$ cat config.mk
export PLATFORM = sky130hd
export DESIGN_NAME = gost89_core_arbiter
export DESIGN_NICKNAME = d
export VERILOG_FILES = /design/src/rtl/gost89_core_arbiter.sv
export SDC_FILE = /design/constraint.sdc
export NUM_CORES = 1
export LEC_CHECK = 0
export CAP_MARGIN = 20
export CORE_ASPECT_RATIO = 1.5
export CORE_MARGIN = 4
export CORE_UTILIZATION = 36
export DETAILED_ROUTE_END_ITERATION = 16
export PLACE_DENSITY_LB_ADDON = 0.05
export SYNTH_ARGS = -nofsm -noshare
export SYNTH_HDL_FRONTEND = slang
export SYNTH_SLANG_ARGS = --single-unit
$ cat constraint.sdc
create_clock -name clk -period 4.6 [get_ports clk]
set_input_delay 0.92 -clock clk [delete_from_list [all_inputs] [get_ports clk]]
set_output_delay 0.92 -clock clk [all_outputs]
set_load 0.005 [all_outputs]
$ cat src/rtl/gost89_core_arbiter.sv
// gost89_core_arbiter: round-robin arbiter/sequencer sharing one gost89_ecb core
// between NUM_REQ block requesters. One block in flight; results are tagged with
// the requester id. Optional watchdog: define GOST_ARB_TIMEOUT_EN.
module gost89_core_arbiter #(
  parameter int unsigned NUM_REQ = 2,
  parameter int unsigned ID_W    = 3,
  parameter int unsigned TIMEOUT = 40
) (
  input  logic                    clk,
  input  logic                    reset,
  input  logic [NUM_REQ-1:0]      req_valid,
  input  logic [NUM_REQ-1:0]      req_mode,
  input  logic [64*NUM_REQ-1:0]   req_data,
  output logic [NUM_REQ-1:0]      req_ready,
  output logic                    rsp_valid,
  output logic [ID_W-1:0]         rsp_id,
  output logic [63:0]             rsp_data,
  output logic                    core_reset,
  output logic                    core_mode,
  output logic                    core_load,
  output logic [63:0]             core_in,
  input  logic [63:0]             core_out,
  input  logic                    core_busy,
  output logic                    abort
);

  localparam int unsigned BLK_W = 64;

  typedef enum logic [1:0] {IDLE, LOAD, WAIT, DONE} state_t;

  state_t            state;
  state_t            state_nxt;
  logic [ID_W-1:0]   ptr;
  logic [ID_W-1:0]   grant;
  logic [ID_W-1:0]   grant_c;
  logic              found_c;
  logic              mode_c;
  logic [BLK_W-1:0]  data_c;
  logic              seen_busy;
  logic              cmpl_c;
  logic              exit_c;

  // Core finished its block, or the watchdog gave up on it.
  assign cmpl_c     = seen_busy & ~core_busy;
  assign exit_c     = cmpl_c | abort;
  assign core_reset = reset | abort;

  // Cyclic search for the first valid requester starting at ptr.
  always_comb begin : arb_search
    int unsigned idx;
    found_c = 1'b0;
    grant_c = '0;
    idx     = 0;
    for (int unsigned k = 0; k < NUM_REQ; k++) begin
      idx = 32'(ptr) + k;
      if (idx >= NUM_REQ) idx = idx - NUM_REQ;
      if (!found_c && 1'(req_valid >> idx)) begin
        found_c = 1'b1;
        grant_c = ID_W'(idx);
      end
    end
  end

  // Mode and block of the candidate requester.
  always_comb begin
    mode_c = 1'(req_mode >> grant_c);
    data_c = BLK_W'(req_data >> {grant_c, 6'd0});
  end

  // State register.
  always_ff @(posedge clk or posedge reset) begin
    if (reset) state <= IDLE;
    else       state <= state_nxt;
  end

  // Next-state logic.
  always_comb begin
    state_nxt = state;
    case (state)
      IDLE:    if (found_c) state_nxt = LOAD;
      LOAD:    state_nxt = WAIT;
      WAIT:    if (exit_c) state_nxt = DONE;
      DONE:    state_nxt = IDLE;
      default: state_nxt = IDLE;
    endcase
  end

  // Moore outputs decoded from the state register.
  always_comb begin
    req_ready = '0;
    core_load = 1'b0;
    rsp_valid = 1'b0;
    case (state)
      LOAD: begin
        core_load = 1'b1;
        req_ready = NUM_REQ'(1) << grant;
      end
      DONE:    rsp_valid = 1'b1;
      default: ;
    endcase
  end

  // Grant latch, core operands, round-robin pointer and result capture.
  always_ff @(posedge clk or posedge reset) begin
    if (reset) begin
      ptr       <= '0;
      grant     <= '0;
      core_mode <= 1'b0;
      core_in   <= '0;
      rsp_id    <= '0;
      rsp_data  <= '0;
      seen_busy <= 1'b0;
    end else begin
      case (state)
        IDLE: begin
          if (found_c) begin
            grant     <= grant_c;
            core_mode <= mode_c;
            core_in   <= data_c;
          end
        end
        LOAD: begin
          seen_busy <= 1'b0;
          ptr       <= (grant == ID_W'(NUM_REQ - 1)) ? '0 : grant + ID_W'(1);
        end
        WAIT: begin
          seen_busy <= seen_busy | core_busy;
          if (exit_c) begin
            rsp_id   <= grant;
            rsp_data <= abort ? '0 : core_out;
          end
        end
        default: ;
      endcase
    end
  end

`ifdef GOST_ARB_TIMEOUT_EN
  localparam int unsigned TMR_W = $clog2(TIMEOUT + 1);

  logic [TMR_W-1:0] tmr;

  // Watchdog: count cycles since LOAD and pulse abort once the limit is hit.
  always_ff @(posedge clk or posedge reset) begin
    if (reset) begin
      tmr   <= '0;
      abort <= 1'b0;
    end else begin
      abort <= 1'b0;
      if (state == LOAD) begin
        tmr <= TMR_W'(1);
      end else if (state == WAIT) begin
        tmr <= tmr + TMR_W'(1);
        if (!abort && !cmpl_c && (tmr == TMR_W'(TIMEOUT - 1))) abort <= 1'b1;
      end
    end
  end
`else
  assign abort = 1'b0;

  // TIMEOUT only matters for the watchdog build.
  if (TIMEOUT == 0) begin : g_timeout_unused
  end
`endif

endmodule

==> impl_results.md <==
- Compound-gate portion of the synthesized area: 13.5%
- Place WS: 0.996 ns
- Worst VDD drop: 0.383 mV
- Port buffer count: 335
- Adder-cell share of the synthesized area: 2.41%
- HP Class: register to register
- Data arrival, critical path: 3.88 ns
- Max-slew headroom: 34.6%
- Top cell by count, worst path: ha_1
- Final net count: 1104
- CP cell instances: inv_1 -> ha_1 -> ha_1 -> ha_1 -> nand3b_1 -> a21oi_1 -> a32o_2 -> and2_2 -> buf_4 -> a31oi_1
- Yosys cell types: 36
- Cell Area, Synth: 6230 sq um
- DRC Markers: 0
- WHS Path Cells: 1
- Crit path depth: 10
- Worst-path maximum fanout: 39
- Yosys warning count: 0
- Top cell type's share of synthesized area: 56.7%
- Non-filler cells in the finished layout: 1117
- Worst-margin pin slew: 0.981 ns
- R2R depth: 10
- Vias in the first global route: 6013
- Crit end category: register
- Via Count: 5609
- Resize count post-CTS: 0
- Initial antenna violation count: 1
- Clock Tree Buf Depth: 2
- GPL Wtd Cong: 0.821
- Max-cap violations: 0
- Vias/cell: 5.02
- Routed Antenna Nets: 0
- Post-cts hold buffer count: 0
- Crit path max-delay family: compound AO/OA/AOI/OAI gates
- Setup violations, final: 0
- Grt ovf: 0
- Top area cells in the synthesized netlist: dfrtp_1, mux2_2, nand2_1
- Clk_lat worst skew: 0.41 ns
- Multiplexer share of the synthesized area: 12.8%
- Initial Util: 36.8%
- Layout cell share with drive strength beyond 1: 13.2%
- Post-Syn Nets: 787
- Startpoint Class: register
- Detailed placer's ending HPWL: 15200 microns
- RSZ-0062 raised after global routing: no
- Max Slew Vio Count: 0
- Final Skew: 0.0115 ns
- Status: finished, final reports clean
- Hold Slack: 0.503 ns
- Pwr per Cell Area: 682 nW/um^2
- H-tree levels: 4
- Reg clk slew, reported paths: 0.06 ns
- First DRT Iteration DRCs: 294
- Min Tclk post-route: 3.62 ns
- Layout area overhead: 65.4%
- Critical Path Slowest Stage Cell: a32o_2
- Post-Synth XOR/XNOR Area: 0.281%
- Post-synth top flop: dfrtp_1
- Async S/R FF share, synth: 100%
- DRT Pass-1 Iters: 4
- Die Y: 169 microns
- EDFF count, synth: 0
- Most common cell in the synthesized netlist: dfrtp_1
- TritonCTS buffer count: 17
- Post-synthesis simple-gate area fraction: 10.1%
- GRT Total Usage: 20.6%
- Most frequent cells after synthesis: dfrtp_1, nand2_1, mux2_2, a21oi_1, a31oi_1
- Required time worst endpoint: 4.86 ns
- Largest net degree at the start of global routing: 129
- Final wirelength: 20500 microns
- First-pass GRT wire length: 31500 microns
- Clock root cell: clkbuf_16
- Die Span X: 115 microns
- Setup Total Neg Slack: 0 ns
- IO Count: 337
- Placed Cells: 1083
- Final worst slack: 0.981 ns
- Yosys reg bits: 141
- Register area share after synthesis: 56.7%
- Post-CTS Setup Inserts: 0
- Mean Syn Cell Area: 10.8 sq um
- Core Area: 16900 sq um
- Rows: 58
- Mapped Cells: 576
- Crit path kind: register to register
- Worst path bufs/invs: 2
- Final Hold Fails: 0
- Lkg Pwr: 4.33 nW
- Highest clock rate: 276 MHz
- Cell taking the most area after synthesis: dfrtp_1
- Final worst-path cycle share: 78.7%
- Routed len/inst: 18.4 microns
- CP peak stage delay: 0.61 ns
- Main combinational cell family by area after synthesis: compound AO/OA/AOI/OAI gates
- Die area: 19500 sq um
- Clk sink count: 141
- CTS tree: done
## kinds of logic after synthesis
kind of cell | count (synthesis)
AO/OA/AOI/OAI | 144
XOR/XNOR | 2
adder cells (fa/ha/maj) | 12
buffers and inverters | 54
flip-flops | 141
multiplexers | 71
other | 1
AND/OR/NAND/NOR | 151
## metal layers
layer	vias to the layer above	track usage (%)	wire, microns
met5	-	0	0
met4	0	8.12	546
met3	31	6.80	1960
met2	269	34.7	10400
met1	2667	24.1	7630
li1	2642	-	-
## worst paths after layout
kind / slack, ns / start / endpoint
worst max-delay path: 0.98 / ptr[0] / core_in[20]
worst min-delay path: 0.50 / rsp_data[3] / rsp_data[3]
worst max register to register: 0.98 / ptr[0] / core_in[20]
worst min register to register: 0.50 / rsp_data[3] / rsp_data[3]
max in group asynchronous: 2.78 / reset / core_in[37]
min in group asynchronous: 0.85 / reset / rsp_data[5]
## cell usage in the layout, fill, tap and decap left out, drive strengths merged, types with 2 or more instances in the layout
cell type and n:
nor2 3, nand2 132, dfrtp 141, ha 12
buf 9, nor2b 3, a21oi 69, or2 2
nor4b 2, clkbuf 18, nand3b 2, clkinv 4
clkdlybuf4s50 335, inv 15, mux2 70, nand2b 3
clkinvlp 3, a31oi 66
## registers in the layout (all words and copies together), names as in the netlist
register,count
rsp_data,64
rsp_id,3
ptr,3
core_in,64
seen_busy,1
core_mode,1
grant,3
state,2
## where the power goes
group / switching (mW) / total, mW / internal [mW] / leakage, nW
combinational: 1.59 / 3.49 / 1.90 / 2.40
sequential: 0.365 / 2.23 / 1.86 / 1.65
clock: 0.575 / 1.30 / 0.723 / 0.273
total: 2.53 / 7.02 / 4.49 / 4.33
## area by class of cell
| type | instances | area [sq um] |
|---|---|---|
| multi-input cells | 381 | 2460 |
| flip-flops and latches | 141 | 3530 |
| clock buffers | 18 | 439 |
| clock inverters | 14 | 121 |
| diodes | 1 | 2.50 |
| fillers | 1499 | 6610 |
| repair buffers | 344 | 3450 |
| well taps | 210 | 263 |
| inverters | 8 | 33.8 |
## metrics by stage
stage,power (mW),utilization [%],area (sq um)
after global placement,5.66,57.4,9710
final,7.02,60.9,10300
after floorplan,3.89,-,6230
after CTS,7.09,60.8,10300
after detailed placement,5.76,57.4,9710
after global routing,7.52,60.9,10300
Power figures use the tool's default switching activity.
